--- config.mk ---
export PLATFORM = sky130hd
export DESIGN_NAME = hex_display_update_ctrl
export DESIGN_NICKNAME = d
export VERILOG_FILES = /design/src/rtl/hex_ctrl_pkg.sv /design/src/rtl/rr_arbiter.sv /design/src/rtl/hex_display_update_ctrl.sv
export SDC_FILE = /design/constraint.sdc
export NUM_CORES = 1
export LEC_CHECK = 0
export BUFFER_PORTS_ARGS = -buffer_cell sky130_fd_sc_hd__buf_2
export CAP_MARGIN = 20
export CORE_MARGIN = 5
export CORE_UTILIZATION = 45
export DETAILED_ROUTE_END_ITERATION = 16
export GPL_ROUTABILITY_DRIVEN = 0
export GPL_TIMING_DRIVEN = 0
export PLACE_DENSITY = 0.85
export SETUP_SLACK_MARGIN = 0.3
export SYNTH_ARGS = -nofsm -noshare
export SYNTH_HDL_FRONTEND = slang
export SYNTH_HIERARCHICAL = 1
export SYNTH_SLANG_ARGS = --single-unit
--- constraint.sdc ---
create_clock -name clk -period 3.8 [get_ports clk]
set_clock_uncertainty 0.15 [all_clocks]
set_input_delay 0.76 -clock clk [delete_from_list [all_inputs] [get_ports clk]]
set_output_delay 0.76 -clock clk [all_outputs]
set_load 0.05 [all_outputs]
--- src/rtl/hex_ctrl_pkg.sv ---
// Shared types, constants and helpers for the hex display update controller.
package hex_ctrl_pkg;

   localparam int unsigned DIGIT_W          = 4;
   localparam logic [3:0]  BYTEENABLE_DIGIT = 4'h1;
   localparam int unsigned ADDR_W           = 3;
   localparam int unsigned DATA_W           = 32;
   localparam int unsigned MAX_DIGITS       = 8;
   localparam int unsigned MAX_VALUE_W      = DIGIT_W * MAX_DIGITS;

   typedef enum logic [1:0] {
      IDLE  = 2'd0,
      WRITE = 2'd1,
      NEXT  = 2'd2
   } state_e;

   // One Avalon-MM write beat as presented to the display slave.
   typedef struct packed {
      logic                write;
      logic [ADDR_W-1:0]   address;
      logic [3:0]          byteenable;
      logic [DATA_W-1:0]   writedata;
   } avm_cmd_t;

   function automatic logic [DIGIT_W-1:0] nibble_at(input logic [MAX_VALUE_W-1:0] value,
                                                    input logic [ADDR_W-1:0]      k);
      return value[k*DIGIT_W +: DIGIT_W];
   endfunction

   // Command for digit k; a skipped digit keeps address/data but raises no write.
   function automatic avm_cmd_t digit_cmd(input logic [MAX_VALUE_W-1:0] value,
                                          input logic [ADDR_W-1:0]      k,
                                          input logic                   skip);
      avm_cmd_t cmd;
      cmd.write      = !skip;
      cmd.address    = k;
      cmd.byteenable = skip ? 4'h0 : BYTEENABLE_DIGIT;
      cmd.writedata  = {(DATA_W-DIGIT_W)'(0), nibble_at(value, k)};
      return cmd;
   endfunction

endpackage

--- src/rtl/rr_arbiter.sv ---
// Combinational round-robin arbiter: first asserted request at or after ptr, cyclic.
import hex_ctrl_pkg::*;

module rr_arbiter #(
   parameter int unsigned NUM_REQ = 2,
   parameter int unsigned PTR_W   = (NUM_REQ > 1) ? $clog2(NUM_REQ) : 1
) (
   input  logic [NUM_REQ-1:0] req,
   input  logic [PTR_W-1:0]   ptr,
   input  logic               en,
   output logic [NUM_REQ-1:0] grant,
   output logic [PTR_W-1:0]   idx
);

   int unsigned      cand;
   logic [PTR_W-1:0] cand_idx;
   logic             found;

   always_comb begin
      grant    = '0;
      idx      = '0;
      found    = 1'b0;
      cand     = 0;
      cand_idx = '0;
      for (int unsigned i = 0; i < NUM_REQ; i++) begin
         cand = 32'(ptr) + i;
         if (cand >= NUM_REQ) cand = cand - NUM_REQ;
         cand_idx = PTR_W'(cand);
         if (en && !found && req[cand_idx]) begin
            grant[cand_idx] = 1'b1;
            idx             = cand_idx;
            found           = 1'b1;
         end
      end
   end

endmodule

--- src/rtl/hex_display_update_ctrl.sv ---
// Round-robin Avalon-MM master pushing six-digit hex values to a display slave.
// Optional feature: define HEX_SKIP_UNCHANGED_EN to suppress writes of unchanged digits.
import hex_ctrl_pkg::*;

module hex_display_update_ctrl #(
   parameter int unsigned NUM_REQ = 2,
   parameter int unsigned DIGITS  = 6
) (
   input  logic                         clk,
   input  logic                         rst_n,
   input  logic [NUM_REQ-1:0]           req_valid_i,
   input  logic [NUM_REQ*4*DIGITS-1:0]  req_data_i,
   output logic [NUM_REQ-1:0]           req_ready_o,
   output logic [2:0]                   avm_address_o,
   output logic [3:0]                   avm_byteenable_o,
   output logic                         avm_write_o,
   output logic [31:0]                  avm_writedata_o,
   input  logic                         avm_waitrequest_i,
   output logic                         busy_o
);

   localparam int unsigned VAL_W      = DIGIT_W * DIGITS;
   localparam int unsigned PTR_W      = (NUM_REQ > 1) ? $clog2(NUM_REQ) : 1;
   localparam logic [2:0]  LAST_DIGIT = 3'(DIGITS - 1);

   state_e             state_q;
   logic [2:0]         digit_q;
   logic [VAL_W-1:0]   value_q;
   logic [PTR_W-1:0]   rr_ptr_q;
   avm_cmd_t           cmd_q;
   logic               busy_q;

   logic [NUM_REQ-1:0] grant;
   logic [PTR_W-1:0]   grant_idx;
   logic [PTR_W-1:0]   ptr_next;
   logic               accept;
   logic               done;
   logic [VAL_W-1:0]   win_data;
   logic [2:0]         next_digit;
   logic               skip_first;
   logic               skip_next;

   rr_arbiter #(
      .NUM_REQ (NUM_REQ),
      .PTR_W   (PTR_W)
   ) u_arb (
      .req   (req_valid_i),
      .ptr   (rr_ptr_q),
      .en    (state_q == IDLE),
      .grant (grant),
      .idx   (grant_idx)
   );

   assign accept      = |grant;
   assign req_ready_o = grant;
   assign next_digit  = digit_q + 3'd1;
   assign ptr_next    = (grant_idx == PTR_W'(NUM_REQ - 1)) ? '0 : grant_idx + PTR_W'(1);
   // A suppressed digit completes in its slot regardless of the slave's stall.
   assign done        = !cmd_q.write || !avm_waitrequest_i;

   // Mux the granted requester's value.
   always_comb begin
      win_data = '0;
      for (int unsigned r = 0; r < NUM_REQ; r++) begin
         if (grant[r]) win_data = req_data_i[r*VAL_W +: VAL_W];
      end
   end

`ifdef HEX_SKIP_UNCHANGED_EN
   logic [DIGITS-1:0][DIGIT_W-1:0] shadow_q;
   logic [DIGITS-1:0]              shadow_vld_q;

   assign skip_first = shadow_vld_q[0] && (shadow_q[0] == win_data[DIGIT_W-1:0]);
   assign skip_next  = shadow_vld_q[next_digit] &&
                       (shadow_q[next_digit] == nibble_at(MAX_VALUE_W'(value_q), next_digit));

   // Remember what the slave actually holds, one nibble per digit.
   always_ff @(posedge clk or negedge rst_n) begin
      if (!rst_n) begin
         shadow_q     <= '0;
         shadow_vld_q <= '0;
      end else if (state_q == WRITE && cmd_q.write && !avm_waitrequest_i) begin
         shadow_q[digit_q]     <= cmd_q.writedata[DIGIT_W-1:0];
         shadow_vld_q[digit_q] <= 1'b1;
      end
   end
`else
   assign skip_first = 1'b0;
   assign skip_next  = 1'b0;
`endif

   // Update sequencer with registered Avalon outputs.
   always_ff @(posedge clk or negedge rst_n) begin
      if (!rst_n) begin
         state_q  <= IDLE;
         digit_q  <= '0;
         value_q  <= '0;
         rr_ptr_q <= '0;
         cmd_q    <= '0;
         busy_q   <= 1'b0;
      end else begin
         case (state_q)
            IDLE: begin
               if (accept) begin
                  value_q  <= win_data;
                  digit_q  <= '0;
                  rr_ptr_q <= ptr_next;
                  cmd_q    <= digit_cmd(MAX_VALUE_W'(win_data), 3'd0, skip_first);
                  busy_q   <= 1'b1;
                  state_q  <= WRITE;
               end
            end
            WRITE: begin
               if (done) begin
                  if (digit_q == LAST_DIGIT) begin
                     cmd_q   <= '0;
                     state_q <= NEXT;
                  end else begin
                     digit_q <= next_digit;
                     cmd_q   <= digit_cmd(MAX_VALUE_W'(value_q), next_digit, skip_next);
                  end
               end
            end
            NEXT: begin
               busy_q  <= 1'b0;
               state_q <= IDLE;
            end
            default: begin
               cmd_q   <= '0;
               busy_q  <= 1'b0;
               state_q <= IDLE;
            end
         endcase
      end
   end

   assign avm_write_o      = cmd_q.write;
   assign avm_address_o    = cmd_q.address;
   assign avm_byteenable_o = cmd_q.byteenable;
   assign avm_writedata_o  = cmd_q.writedata;
   assign busy_o           = busy_q;

endmodule

# Yosys cells after proc, flatten, opt, wreduce, memory -nomap -nowiden
# Cells that the tools add are included.
word_totals:
  regBits: 71
  inputBits: 53
  out_inout_bits: 43
  word_cells: 80
classes:
  addsub: 5
  order_cmp: 6
  n_eq_ne: 7
  shift: 1
  muxes: 32
  bitwise_logic: 3
  reduce_logical: 17
ops:
  columns: ["op", "count"]
  rows:
  - ["40-bit 2-to-1 mux", 3]
  - ["40-bit case mux with 3 select lines", 1]
  - ["24-bit 2-to-1 mux", 2]
  - ["32-bit by 6-bit indexed part select with 4-bit output", 1]
  - ["1-bit 2-to-1 mux", 13]
  - ["2-bit 2-to-1 mux", 5]
  - ["3-bit 2-to-1 mux", 3]
  - ["2-bit inequality test, second input constant", 4]
  - ["3-bit case mux with 2 select lines", 1]
  - ["3-bit AND reduction", 2]
  - ["1-bit logical AND", 5]
  - ["1-bit by 2-bit < comparator with 1-bit output, second input constant", 2]
  - ["2-bit case mux with 2 select lines", 1]
  - ["2-bit AND reduction", 2]
  - ["4-bit AND reduction", 1]
  - ["3-bit by 1-bit adder with 3-bit output, second input constant", 1]
  - ["3-bit == test, second input constant", 1]
  - ["1-bit logical NOT", 3]
  - ["1-bit by 1-bit adder with 2-bit output, second input constant", 1]
  - ["1-bit demux with 1-bit select", 2]
  - ["2-bit by 1-bit == test with 1-bit output, second input constant", 1]
  - ["2-bit == test, second input constant", 1]
  - ["1-bit >= comparator, second input constant", 2]
  - ["1-bit by 2-bit >= comparator with 1-bit output, second input constant", 1]
  - ["other kinds (10)", 12]

# Longest topological paths before layout
# Gate-level depths: netlist of the first run.
depth:
  ltp_word: 14
  ltp_mapped: 12
  mapped_depth_nobuf: 8

# Modules after synthesis
# Netlist of the first run, hierarchy kept.
modules_own_cells:
  columns: ["mod", "instances", "cells_per_inst", "area_per_inst_um2"]
  rows:
  - ["hex_display_update_ctrl", 1, 248, 2433.6]
  - ["rr_arbiter", 1, 6, 26.3]

# Worst setup path before layout of the first run
# OpenSTA, ideal clock, no wires.
synth_timing:
  path_type: "register to register"
  start: "reg state_q[0]"
  end: "reg digit_q[1]"
  setup_ps: 125
  arrival_ps: 3182
  t_required_ps: 3525
  slack_ps: 344
  path_stages_with_launch: 12
  period_less_slack_ps: 3456
  cell_sequence: "dfrtp_1 > buf_6 > or2_1 > buf_6 > inv_2 > buf_2 > nand2_1 > a21oi_1 > nor3_1 > a311oi_2 > nand2_1 > mux2_2"
synth_via:
  elab_chain_cells: 10
synth_lines:
  columns: ["item", "line_no", "source"]
  rows:
  - ["start: declaration", "hex_display_update_ctrl.sv:26", "state_e state_q;"]
  - ["start signal: assignment", "hex_display_update_ctrl.sv:95", "state_q <= IDLE;"]
  - ["start signal: assignment", "hex_display_update_ctrl.sv:110", "state_q <= WRITE;"]
  - ["start signal: assignment", "hex_display_update_ctrl.sv:117", "state_q <= NEXT;"]
  - ["2-bit logical NOT (*)", "hex_display_update_ctrl.sv:49", ".en (state_q == IDLE),"]
  - ["1-bit logical AND", "rr_arbiter.sv:29", "if (en && !found && req[cand_idx]) begin"]
  - ["1-bit 2-to-1 mux", "rr_arbiter.sv:29", null]
  - ["1-bit logical NOT", "rr_arbiter.sv:29", null]
  - ["1-bit logical AND (2 in series)", "rr_arbiter.sv:29", null]
  - ["2-bit 2-to-1 mux (*)", "rr_arbiter.sv:29", null]
  - ["named net req_ready_o[1]", "hex_display_update_ctrl.sv:13", "output logic [NUM_REQ-1:0] req_ready_o,"]
  - ["2-bit OR reduction (*)", "hex_display_update_ctrl.sv:54", "assign accept = |grant;"]
  - ["2-bit inequality test (no source line) (*)", null, null]
  - ["4-bit AND reduction (no source line) (*)", null, null]
  - ["end signal: assignment", "hex_display_update_ctrl.sv:119", "digit_q <= next_digit;"]
  - ["end: declaration", "hex_display_update_ctrl.sv:27", "logic [2:0] digit_q;"]
# Mark *: on every way through the listed nets, which the timed path passes. The rest lies on a longest branch.
# A chain may end at the register's enable or synchronous reset.

# Worst setup path after layout of the first run
layout_timing:
  start: "reg state_q[0]"
  end: "out req_ready_o[1]"
layout_via:
  elab_chain_cells: 7
layout_lines:
  columns: ["item", "line_no"]
  rows:
  - ["2-bit logical NOT (*)", "hex_display_update_ctrl.sv:49"]
  - ["1-bit logical AND", "rr_arbiter.sv:29"]
  - ["1-bit 2-to-1 mux", "rr_arbiter.sv:29"]
  - ["1-bit logical NOT", "rr_arbiter.sv:29"]
  - ["1-bit logical AND (2 in series)", "rr_arbiter.sv:29"]
  - ["2-bit 2-to-1 mux (*)", "rr_arbiter.sv:29"]
  - ["end: declaration", "hex_display_update_ctrl.sv:13"]
# Every way passes the cells marked *; elsewhere a longest branch is shown, timed or not.

==> results_dict.tcl, run 1 <==
set metrics [dict create \
    share_of_post_route_cells_with_drive_strength_above_1_pct 34.8 \
    cts_inserted_buffers 5 \
    layout_stage_area_growth_over_the_synthesis_result_pct 25.5 \
    antenna_violations_before_repair 0 \
    worstPathArrival_ns 2.42 \
    vias 2212 \
    timing.fmax_ghz 0.301 \
    synthesized_area_fraction_occupied_by_ao_oa_aoi_and_oai_cells_pct 26.2 \
    share_of_cell_area_taken_by_muxes_after_synthesis_pct 5.75 \
    total_negative_slack_ns 0 \
    post_detail_place_hpwl_um 5030 \
    min_period_ns 3.33 \
    vdd_drop_max_uv 333 \
    synth_fa_ha_area_share_pct 1.02 \
    h_tree_levels 2 \
    clock_latency_on_the_worst_skew_pair_ns 0.29 \
    final.period_utilization_pct 87.5 \
    cts_hold_buf 0 \
    clock_transition_at_the_registers_of_the_reported_paths_ns 0.08 \
    status "completed" \
    yosys.area_share.simple_pct 12.8 \
    timing.critical_path.to_type "output pin" \
    synthesis.instances 254 \
    antennaDiodeCount 0 \
    tritoncts_clock_tree "done" \
    cts.repair.resized 1 \
    fin_total_pwr_mw 2.50 \
    relSlewSlack_pct 41.8 \
    grt_max_degree 40 \
    hold_path_class "reg2reg" \
    worst-slew-pin-transition_ns 0.874 \
    report.final.slew_viol_count 0 \
    synth_xor_area_share_pct 0 \
    drt_iter0_markers 259 \
    initial_core_util_pct 45.5 \
    final_net_count 410 \
    numClockSinks 39 \
    routedWlPerCell_um 15.0 \
    io_pins 96 \
    synth_top_family_by_area "compound AO/OA/AOI/OAI gates" \
    worst_hold_slack_ns 0.329 \
    core_area_um2 5410 \
    synth.yosys.seq_area_share_pct 39.7 \
    post_synth.cell_area_avg_um2 9.68 \
    maxCapViolCount 0 \
    synth.yosys.warnings 6 \
    via_per_inst 5.17 \
    die-area_um2 7050 \
    die_width_um 83.9 \
    route.final.wire_length_um 6420 \
    hold_violations 0 \
    die_height_um 83.9 \
    port_buffers 64 \
    cp.required_ns 2.89 \
    rsz_0062_raised_after_global_routing "false" \
    leakage_nw 1.48 \
    critPathMaxFanout 11 \
    synth.cell_area_um2 2460 \
    p_per_area_nw_per_um2 810 \
    ys_ff_latch 39 \
    postRouteAntennaNets 0 \
    drc_markers 0 \
    gr-usage-all-layers_pct 18.6 \
    rows 27 \
    globalRouteOverflowTotal 0 \
    detailedRoute.firstPassIterationCount 4 \
    clock_tree.buffer_depth 2 \
    grt_pass1_wl_um 10800 \
    worst_setup_path_start_kind "flip-flop" \
    first_global_vias 2227 \
    cts_root_buffer "sky130_fd_sc_hd__clkbuf_8" \
    ys_types 38 \
    timing.final.setup_violations 0 \
    post_cts_buffers 0 \
    crit_type "reg2out" \
]
-- cell usage after synthesis --
cell type	number	share of area, %
sky130_fd_sc_hd__and3_1	1	0.25
sky130_fd_sc_hd__mux4_2	4	3.7
sky130_fd_sc_hd__a311oi_2	1	0.61
sky130_fd_sc_hd__o211ai_1	8	2.4
sky130_fd_sc_hd__nor2_1	3	0.46
sky130_fd_sc_hd__ha_1	2	1.0
sky130_fd_sc_hd__nand3b_1	4	1.2
sky130_fd_sc_hd__inv_1	3	0.46
sky130_fd_sc_hd__nand2_1	23	3.5
sky130_fd_sc_hd__nand2b_1	1	0.25
sky130_fd_sc_hd__o221ai_1	1	0.36
sky130_fd_sc_hd__mux2_2	1	0.46
sky130_fd_sc_hd__a22oi_1	20	6.1
sky130_fd_sc_hd__a32o_1	2	0.81
sky130_fd_sc_hd__nor2b_1	19	4.8
sky130_fd_sc_hd__o21ai_0	27	5.5
sky130_fd_sc_hd__inv_2	1	0.15
sky130_fd_sc_hd__nor3b_1	1	0.31
sky130_fd_sc_hd__buf_2	7	1.4
sky130_fd_sc_hd__a2111oi_4	1	1.1
sky130_fd_sc_hd__nor3_1	1	0.20
sky130_fd_sc_hd__nand3_1	1	0.20
sky130_fd_sc_hd__buf_6	3	1.4
sky130_fd_sc_hd__a31oi_1	16	4.1
sky130_fd_sc_hd__and4_1	1	0.36
sky130_fd_sc_hd__and3b_1	2	0.71
sky130_fd_sc_hd__and2_1	1	0.25
sky130_fd_sc_hd__a22o_1	4	1.4
sky130_fd_sc_hd__a2bb2oi_4	1	1.1
sky130_fd_sc_hd__buf_4	33	10
sky130_fd_sc_hd__or2_1	1	0.25
sky130_fd_sc_hd__conb_1	1	0.15
sky130_fd_sc_hd__clkbuf_1	6	0.92
sky130_fd_sc_hd__dfrtp_1	39	40
sky130_fd_sc_hd__mux2i_1	4	1.6
sky130_fd_sc_hd__a21oi_1	4	0.81
sky130_fd_sc_hd__a21o_1	5	1.5
sky130_fd_sc_hd__o311ai_0	1	0.36
-- cell usage in the layout (no fill, tap or decap), types with 3 or more instances in the layout --
master	count
sky130_fd_sc_hd__a31oi_1	16
sky130_fd_sc_hd__a22oi_1	20
sky130_fd_sc_hd__dfrtp_1	39
sky130_fd_sc_hd__a21o_1	5
sky130_fd_sc_hd__nor2b_1	19
sky130_fd_sc_hd__o211ai_1	8
sky130_fd_sc_hd__o21ai_0	27
sky130_fd_sc_hd__conb_1	31
sky130_fd_sc_hd__mux2i_1	4
sky130_fd_sc_hd__nor2_1	3
sky130_fd_sc_hd__mux4_2	4
sky130_fd_sc_hd__a21oi_1	3
sky130_fd_sc_hd__nand2_1	23
sky130_fd_sc_hd__nand3b_1	4
sky130_fd_sc_hd__inv_1	3
sky130_fd_sc_hd__buf_6	3
sky130_fd_sc_hd__clkbuf_1	7
sky130_fd_sc_hd__clkbuf_8	7
sky130_fd_sc_hd__buf_4	33
sky130_fd_sc_hd__a22o_1	4
sky130_fd_sc_hd__buf_2	71
-- power breakdown --
group          internal (mW)  leakage [nW]  switching [mW]  total [mW]
Combinational          0.593         0.999           0.853        1.45
Sequential             0.606         0.434           0.144       0.750
Clock                  0.166        0.0515           0.139       0.305
Total                   1.36          1.48            1.14        2.50
-- critical path, stage by stage, from the launching register on --
cell                      delay, ns
sky130_fd_sc_hd__dfrtp_1       0.37
sky130_fd_sc_hd__buf_6         0.14
sky130_fd_sc_hd__or2_1         0.23
sky130_fd_sc_hd__buf_6         0.14
sky130_fd_sc_hd__inv_2         0.16
sky130_fd_sc_hd__buf_2         0.30
sky130_fd_sc_hd__nand2_1       0.14
sky130_fd_sc_hd__a21oi_2       0.31
sky130_fd_sc_hd__buf_2         0.34
-- final timing paths --
check	from	end	slack (ns)	cells past startpoint
min reg2reg	value_q[1]	value_q[1]	0.33	2
max reg2reg	state_q[0]	value_q[4]	0.57	12
max	state_q[0]	req_ready_o[1]	0.47	8
min in group asynchronous	rst_n	value_q[20]	0.43	1
max in group asynchronous	rst_n	avm_write_o	2.51	1
min	value_q[1]	value_q[1]	0.33	2
-- stage by stage --
stage,cell area (um2),setup WS (ns),std cells,util (%)
after floorplan,2570,0.344,284,-
after global placement,2980,0.542,420,55.2
after detailed placement,2980,0.422,420,55.2
after CTS,3090,0.486,428,57.1
after global routing,3090,0.334,428,57.1
final,3090,0.475,428,57.1
-- layer usage --
layer | vias to the layer above | routed length, um | track usage [%]
met5 | - | 0 | 0
met4 | 0 | 76 | 4.97
met3 | 9 | 489 | 4.84
met2 | 88 | 3130 | 30.3
met1 | 1045 | 2720 | 24.5
li1 | 1070 | - | -
-- flip-flops by register name (all words and copies together), names as in the netlist --
name,cells
avm_address_o,3
avm_write_o,1
avm_writedata_o,4
busy_o,1
digit_q,3
rr_ptr_q,1
state_q,2
value_q,24
-- final cells by class --
cell class | instances | area [um2]
Fill cell | 510 | 2320
Multi-Input combinational cell | 192 | 1250
Sequential cell | 39 | 976
Buffer | 49 | 339
Timing Repair Buffer | 64 | 320
Clock buffer | 8 | 100
Tap cell | 72 | 90.1
Inverter | 4 | 15.0
-- cell families (layout without fill, tap and decap cells) --
| family | after synthesis | count (layout) |
|---|---|---|
| DFF | 39 | 39 |
| and+or+nand+nor | 59 | 59 |
| adders and majority gates | 2 | 2 |
| muxes | 9 | 9 |
| buffers and inverters | 53 | 125 |
| other | 1 | 31 |
| AOI/OAI and AO/OA | 91 | 91 |
Note: power is estimated with default switching activity, not from simulation.
==> run 2, diff against run 1 <==
Settings changed: REMOVE_ABC_BUFFERS from default to 1.
==> run 2 against run 1 <==
Sequential power rose by 5.1%. Clock power down 12%. Critical path depth shrank 3. Largest cell class unchanged. Largest power group unchanged.
==> results_dict.tcl, run 2 (synthesis results as in run 1) <==
set metrics [dict create \
    rows 27 \
    holdCritStartpoint "avm_address_o[0]" \
    layout_commonest_cell "sky130_fd_sc_hd__buf_2" \
    maxCapViolCount 0 \
    drt_iter0_markers 148 \
    cp_slowest_stage_delay_ns 0.50 \
    worst_r2r_path_cells 8 \
    clock_tree.buffer_depth 2 \
    status "completed" \
    rsz_0062_raised_after_global_routing "false" \
    vias 2092 \
    hold_violations 0 \
    critPathMaxFanout 27 \
    final.period_utilization_pct 88.4 \
    numClockSinks 39 \
    layout_stage_area_growth_over_the_synthesis_result_pct 15.2 \
    gr-usage-all-layers_pct 18.3 \
    worstPathArrival_ns 2.45 \
    report.final.slew_viol_count 0 \
    use_met1_pct 24.0 \
    tritoncts_clock_tree "done" \
    final_net_count 369 \
    antennaDiodeCount 0 \
    leakage_nw 1.28 \
    share_of_post_route_cells_with_drive_strength_above_1_pct 28.6 \
    h_tree_levels 2 \
    first_global_vias 2090 \
    vdd_drop_max_uv 364 \
    registers.top_by_ff_count "value_q" \
    die-area_um2 7050 \
    core_area_um2 5410 \
    post_detail_place_hpwl_um 4300 \
    route.final.wire_length_um 6300 \
    whs_path_depth 1 \
    setup_ws_ns 0.441 \
    cts_hold_buf 0 \
    timing.critical_path.to_type "output pin" \
    groute.layer.met3.usage_pct 4.44 \
    met2_usage_pct 30.0 \
    via_per_inst 5.41 \
    mostFrequentLayoutCells "sky130_fd_sc_hd__buf_2 (64), sky130_fd_sc_hd__dfrtp_1 (39), sky130_fd_sc_hd__conb_1 (31)" \
    antenna_violations_before_repair 0 \
    die_width_um 83.9 \
    cts_root_buffer "sky130_fd_sc_hd__clkbuf_8" \
    hold_path_class "reg2reg" \
    worstReg2RegEnd "digit_q[1]" \
    fin_total_pwr_mw 2.43 \
    clock_transition_at_the_registers_of_the_reported_paths_ns 0.08 \
    worst_setup_path_start_kind "flip-flop" \
    cp.required_ns 2.89 \
    stdcell_count 387 \
    largest_register_ff_count 24 \
    die_height_um 83.9 \
    crit_chain "or2_4 > inv_4 > nand2_1 > a21oi_4 > buf_2" \
    postRouteAntennaNets 0 \
    worst-slew-pin-transition_ns 0.946 \
    crit_type "reg2out" \
    cts_inserted_buffers 5 \
    drc_markers 0 \
    total_negative_slack_ns 0 \
    dp_slack_ns -0.288 \
    relSlewSlack_pct 36.9 \
    p_per_area_nw_per_um2 858 \
    dpl.cell_count 373 \
    io_pins 96 \
    routedWlPerCell_um 16.3 \
    port_buffers 64 \
    detailedRoute.firstPassIterationCount 4 \
    busiest_layer "met2" \
    grt_max_degree 40 \
    whs_endpoint "avm_address_o[0]" \
    timing.reg2reg.setup_slack_ns 0.56 \
    worst_path_max_delay_cell "sky130_fd_sc_hd__dfrtp_1" \
    timing.fmax_ghz 0.298 \
    globalRouteOverflowTotal 0 \
    min_period_ns 3.36 \
    count_of_fill_cells_added_during_filler_insertion 515 \
    initial_core_util_pct 45.5 \
    clock_latency_on_the_worst_skew_pair_ns 0.29 \
    timing.final.setup_violations 0 \
    grt_pass1_wl_um 10400 \
    rr_startpoint "state_q[0]" \
]
-- run 2: changes by cell type in the layout (fill, tap and decap cells not counted), sizes merged --
cell | before | now
a21oi | 4 | 6
buf | 107 | 70
clkinv | 0 | 1
clkbuf | 14 | 7
-- run 2: area by class of cell --
class                      count  area [um2]  area share (%)
timing repair buffer          70         373            13.2
clock inverter                 1        5.00           0.177
inverter                       4        17.5           0.618
clock buffer                   7        76.3            2.69
multi-input combinational    194        1300            45.7
tap                           72        90.1            3.18
sequential                    39         976            34.4
-- run 2: how the worst max path moves through the flow --
stage,from,endpoint,depth (start not counted)
CTS,state_q[0],req_ready_o[1],6
global placement,state_q[0],rr_ptr_q,7
global route,state_q[0],req_ready_o[0],5
finish,state_q[0],req_ready_o[0],5
detailed placement,state_q[0],digit_q[1],8
floorplan,state_q[0],rr_ptr_q,7
-- run 2: critical path: cells and delay by family, from the launching register on --
family,cells,cell delay (ns)
buffers and inverters,2,0.57
DFF,1,0.50
and+or+nand+nor,2,0.65
AOI/OAI and AO/OA,1,0.39
-- run 2: metrics by stage --
stage | util, % | hold slack [ns] | cell area, um2
6_report | 52.4 | 0.334 | 2830
5_1_grt | 52.4 | 0.353 | 2830
4_1_cts | 51.7 | 0.339 | 2790
3_5_place_dp | 49.6 | 0.315 | 2680
3_3_place_gp | 48.9 | 0.306 | 2640
2_1_floorplan | - | 0.291 | 2230
-- run 2: power breakdown --
| group | internal [mW] | switching, mW |
|---|---|---|
| combinational | 0.557 | 0.818 |
| sequential | 0.605 | 0.183 |
| clock | 0.129 | 0.141 |
-- run 2: routing by layer --
| metal | vias up | share of wire, % |
|---|---|---|
| li1 | 991 | - |
| met1 | 1003 | 44 |
| met2 | 89 | 48 |
| met3 | 9 | 6.4 |
| met4 | 0 | 1.3 |
| met5 | - | 0 |
-- run 2: what timing repair did --
action | 4_1_cts | 5_1_grt
endpoints found under the setup margin | 37 | 3
setup buffers | 0 | 4
cloned | 2 | 0
resized for setup | 4 | 1
==> run 3, diff against run 2 <==
Settings changed: CORE_ASPECT_RATIO from default to 0.7, REMOVE_ABC_BUFFERS 1 to default.
==> run 3 against run 2 <==
Routed wire length up 3.6%. Critical path depth rose by 3. First-iteration DRC count increased by 14%. Via count increased by 7.3%. Cell count up 11%. Largest cell class unchanged.
==> results_dict.tcl, run 3 (synthesis results as in run 1) <==
set metrics [dict create \
    status "completed" \
    timing.fmax_ghz 0.304 \
    route.final.wire_length_um 6530 \
    post_detail_place_hpwl_um 5110 \
    vdd_drop_max_uv 299 \
    leakage_nw 1.48 \
    registers.top_by_ff_count "value_q" \
    drc_markers 0 \
    cp.required_ns 2.89 \
    io_pins 96 \
    setup_ws_ns 0.509 \
    final.period_utilization_pct 86.6 \
    initial_core_util_pct 46.8 \
    clock_tree.buffer_depth 2 \
    detailedRoute.firstPassIterationCount 5 \
    crit_start "state_q[0]" \
    mostFrequentLayoutCells "sky130_fd_sc_hd__buf_2 (71), sky130_fd_sc_hd__dfrtp_1 (39), sky130_fd_sc_hd__buf_4 (33)" \
    routedWlPerCell_um 15.2 \
    dp_slack_ns 0.530 \
    report.final.slew_viol_count 0 \
    worst_r2r_path_cells 12 \
    die_height_um 71.9 \
    final_net_count 410 \
    hold_path_class "reg2reg" \
    largest_register_ff_count 24 \
    fin_total_pwr_mw 2.47 \
    total_negative_slack_ns 0 \
    cts_inserted_buffers 5 \
    vias 2245 \
    die_width_um 98.4 \
    critPathMaxFanout 11 \
    crit_type "reg2out" \
    p_per_area_nw_per_um2 804 \
    timing.final.setup_violations 0 \
    rr_startpoint "state_q[0]" \
    antennaDiodeCount 0 \
    post_cts_buffers 0 \
    worstReg2RegEnd "value_q[8]" \
    tritoncts_clock_tree "done" \
    gr-usage-all-layers_pct 19.1 \
    h_tree_levels 2 \
    timing.reg2reg.setup_slack_ns 0.59 \
    timing.critical_path.to_type "output pin" \
    cts_root_buffer "sky130_fd_sc_hd__clkbuf_8" \
    worst_hold_slack_ns 0.323 \
    numClockSinks 39 \
    maxCapViolCount 0 \
    grt_max_degree 40 \
    min_period_ns 3.29 \
    rows 22 \
    first_global_vias 2170 \
    via_per_inst 5.25 \
    layout_commonest_cell "sky130_fd_sc_hd__buf_2" \
    hold_violations 0 \
    layout.core_utilization_pct 58.4 \
    die-area_um2 7070 \
    worst-slew-pin-transition_ns 0.851 \
    share_of_post_route_cells_with_drive_strength_above_1_pct 34.8 \
    postRouteAntennaNets 0 \
    layout_stage_area_growth_over_the_synthesis_result_pct 24.8 \
    port_buffers 64 \
    clock_latency_on_the_worst_skew_pair_ns 0.30 \
    globalRouteOverflowTotal 0 \
    core_area_um2 5260 \
    antenna_violations_before_repair 0 \
    rsz_0062_raised_after_global_routing "false" \
    grt_pass1_wl_um 10600 \
    drt_iter0_markers 168 \
    clock_transition_at_the_registers_of_the_reported_paths_ns 0.07 \
    relSlewSlack_pct 43.3 \
    worst_setup_path_start_kind "flip-flop" \
    worstPathArrival_ns 2.38 \
    setup.worst_path.end "req_ready_o[0]" \
]
-- run 3: changes by cell type in the layout (fill, tap and decap cells not counted), sizes merged --
cell,previous run,this run
a21oi,6,4
buf,70,107
clkbuf,7,13
-- run 3: how the worst min path moves through the flow --
stage	to	depth (start not counted)	start	slack, ns
2_1_floorplan	value_q[3]	2	value_q[3]	0.29
3_3_place_gp	avm_address_o[0]	1	avm_address_o[0]	0.31
3_5_place_dp	avm_address_o[0]	1	avm_address_o[0]	0.31
4_1_cts	avm_address_o[0]	1	avm_address_o[0]	0.33
5_1_grt	avm_address_o[1]	1	avm_address_o[1]	0.35
6_report	avm_address_o[0]	1	avm_address_o[0]	0.32
-- run 3: cell type report --
class	count	area, um2
Buffer	49	340
Inverter	4	15.0
Clock inverter	1	5.00
Fill cell	460	2190
Tap cell	72	90.1
Clock buffer	7	76.3
Sequential cell	39	976
Multi-Input combinational cell	192	1250
Timing Repair Buffer	64	320
-- run 3: metrics by stage --
stage,instance area (um2),std cells
CTS,3060,428
detailed placement,2980,420
floorplan,2570,284
global placement,2980,420
global route,3070,428
finish,3070,428
-- run 3: worst max-delay path: stages (launching register included) --
cell and delay [ns]:
sky130_fd_sc_hd__dfrtp_1 0.37, sky130_fd_sc_hd__buf_6 0.14, sky130_fd_sc_hd__or2_1 0.23, sky130_fd_sc_hd__buf_6 0.15, sky130_fd_sc_hd__inv_2 0.15, sky130_fd_sc_hd__buf_2 0.27
sky130_fd_sc_hd__nand2_1 0.08, sky130_fd_sc_hd__a21oi_1 0.35, sky130_fd_sc_hd__buf_2 0.35
-- run 3: power by group --
group / internal, mW / leakage (nW) / switching (mW)
clock: 0.129 / 0.0422 / 0.142
sequential: 0.606 / 0.434 / 0.135
combinational: 0.594 / 1.00 / 0.861
-- run 3: repair_timing --
action,in CTS,in global routing
gates resized for setup,0,3
hold buffers,0,0
setup endpoints to repair,0,11
-- run 3: metal layers --
| layer | wire length, um | part of all wire (%) | track usage (%) | vias up |
|---|---|---|---|---|
| met5 | 0 | 0 | 0 | - |
| met4 | 95 | 1.5 | 7.27 | 0 |
| met3 | 635 | 9.7 | 5.84 | 7 |
| met2 | 2940 | 45 | 28.5 | 115 |
| met1 | 2850 | 44 | 26.0 | 1056 |
| li1 | - | - | - | 1067 |
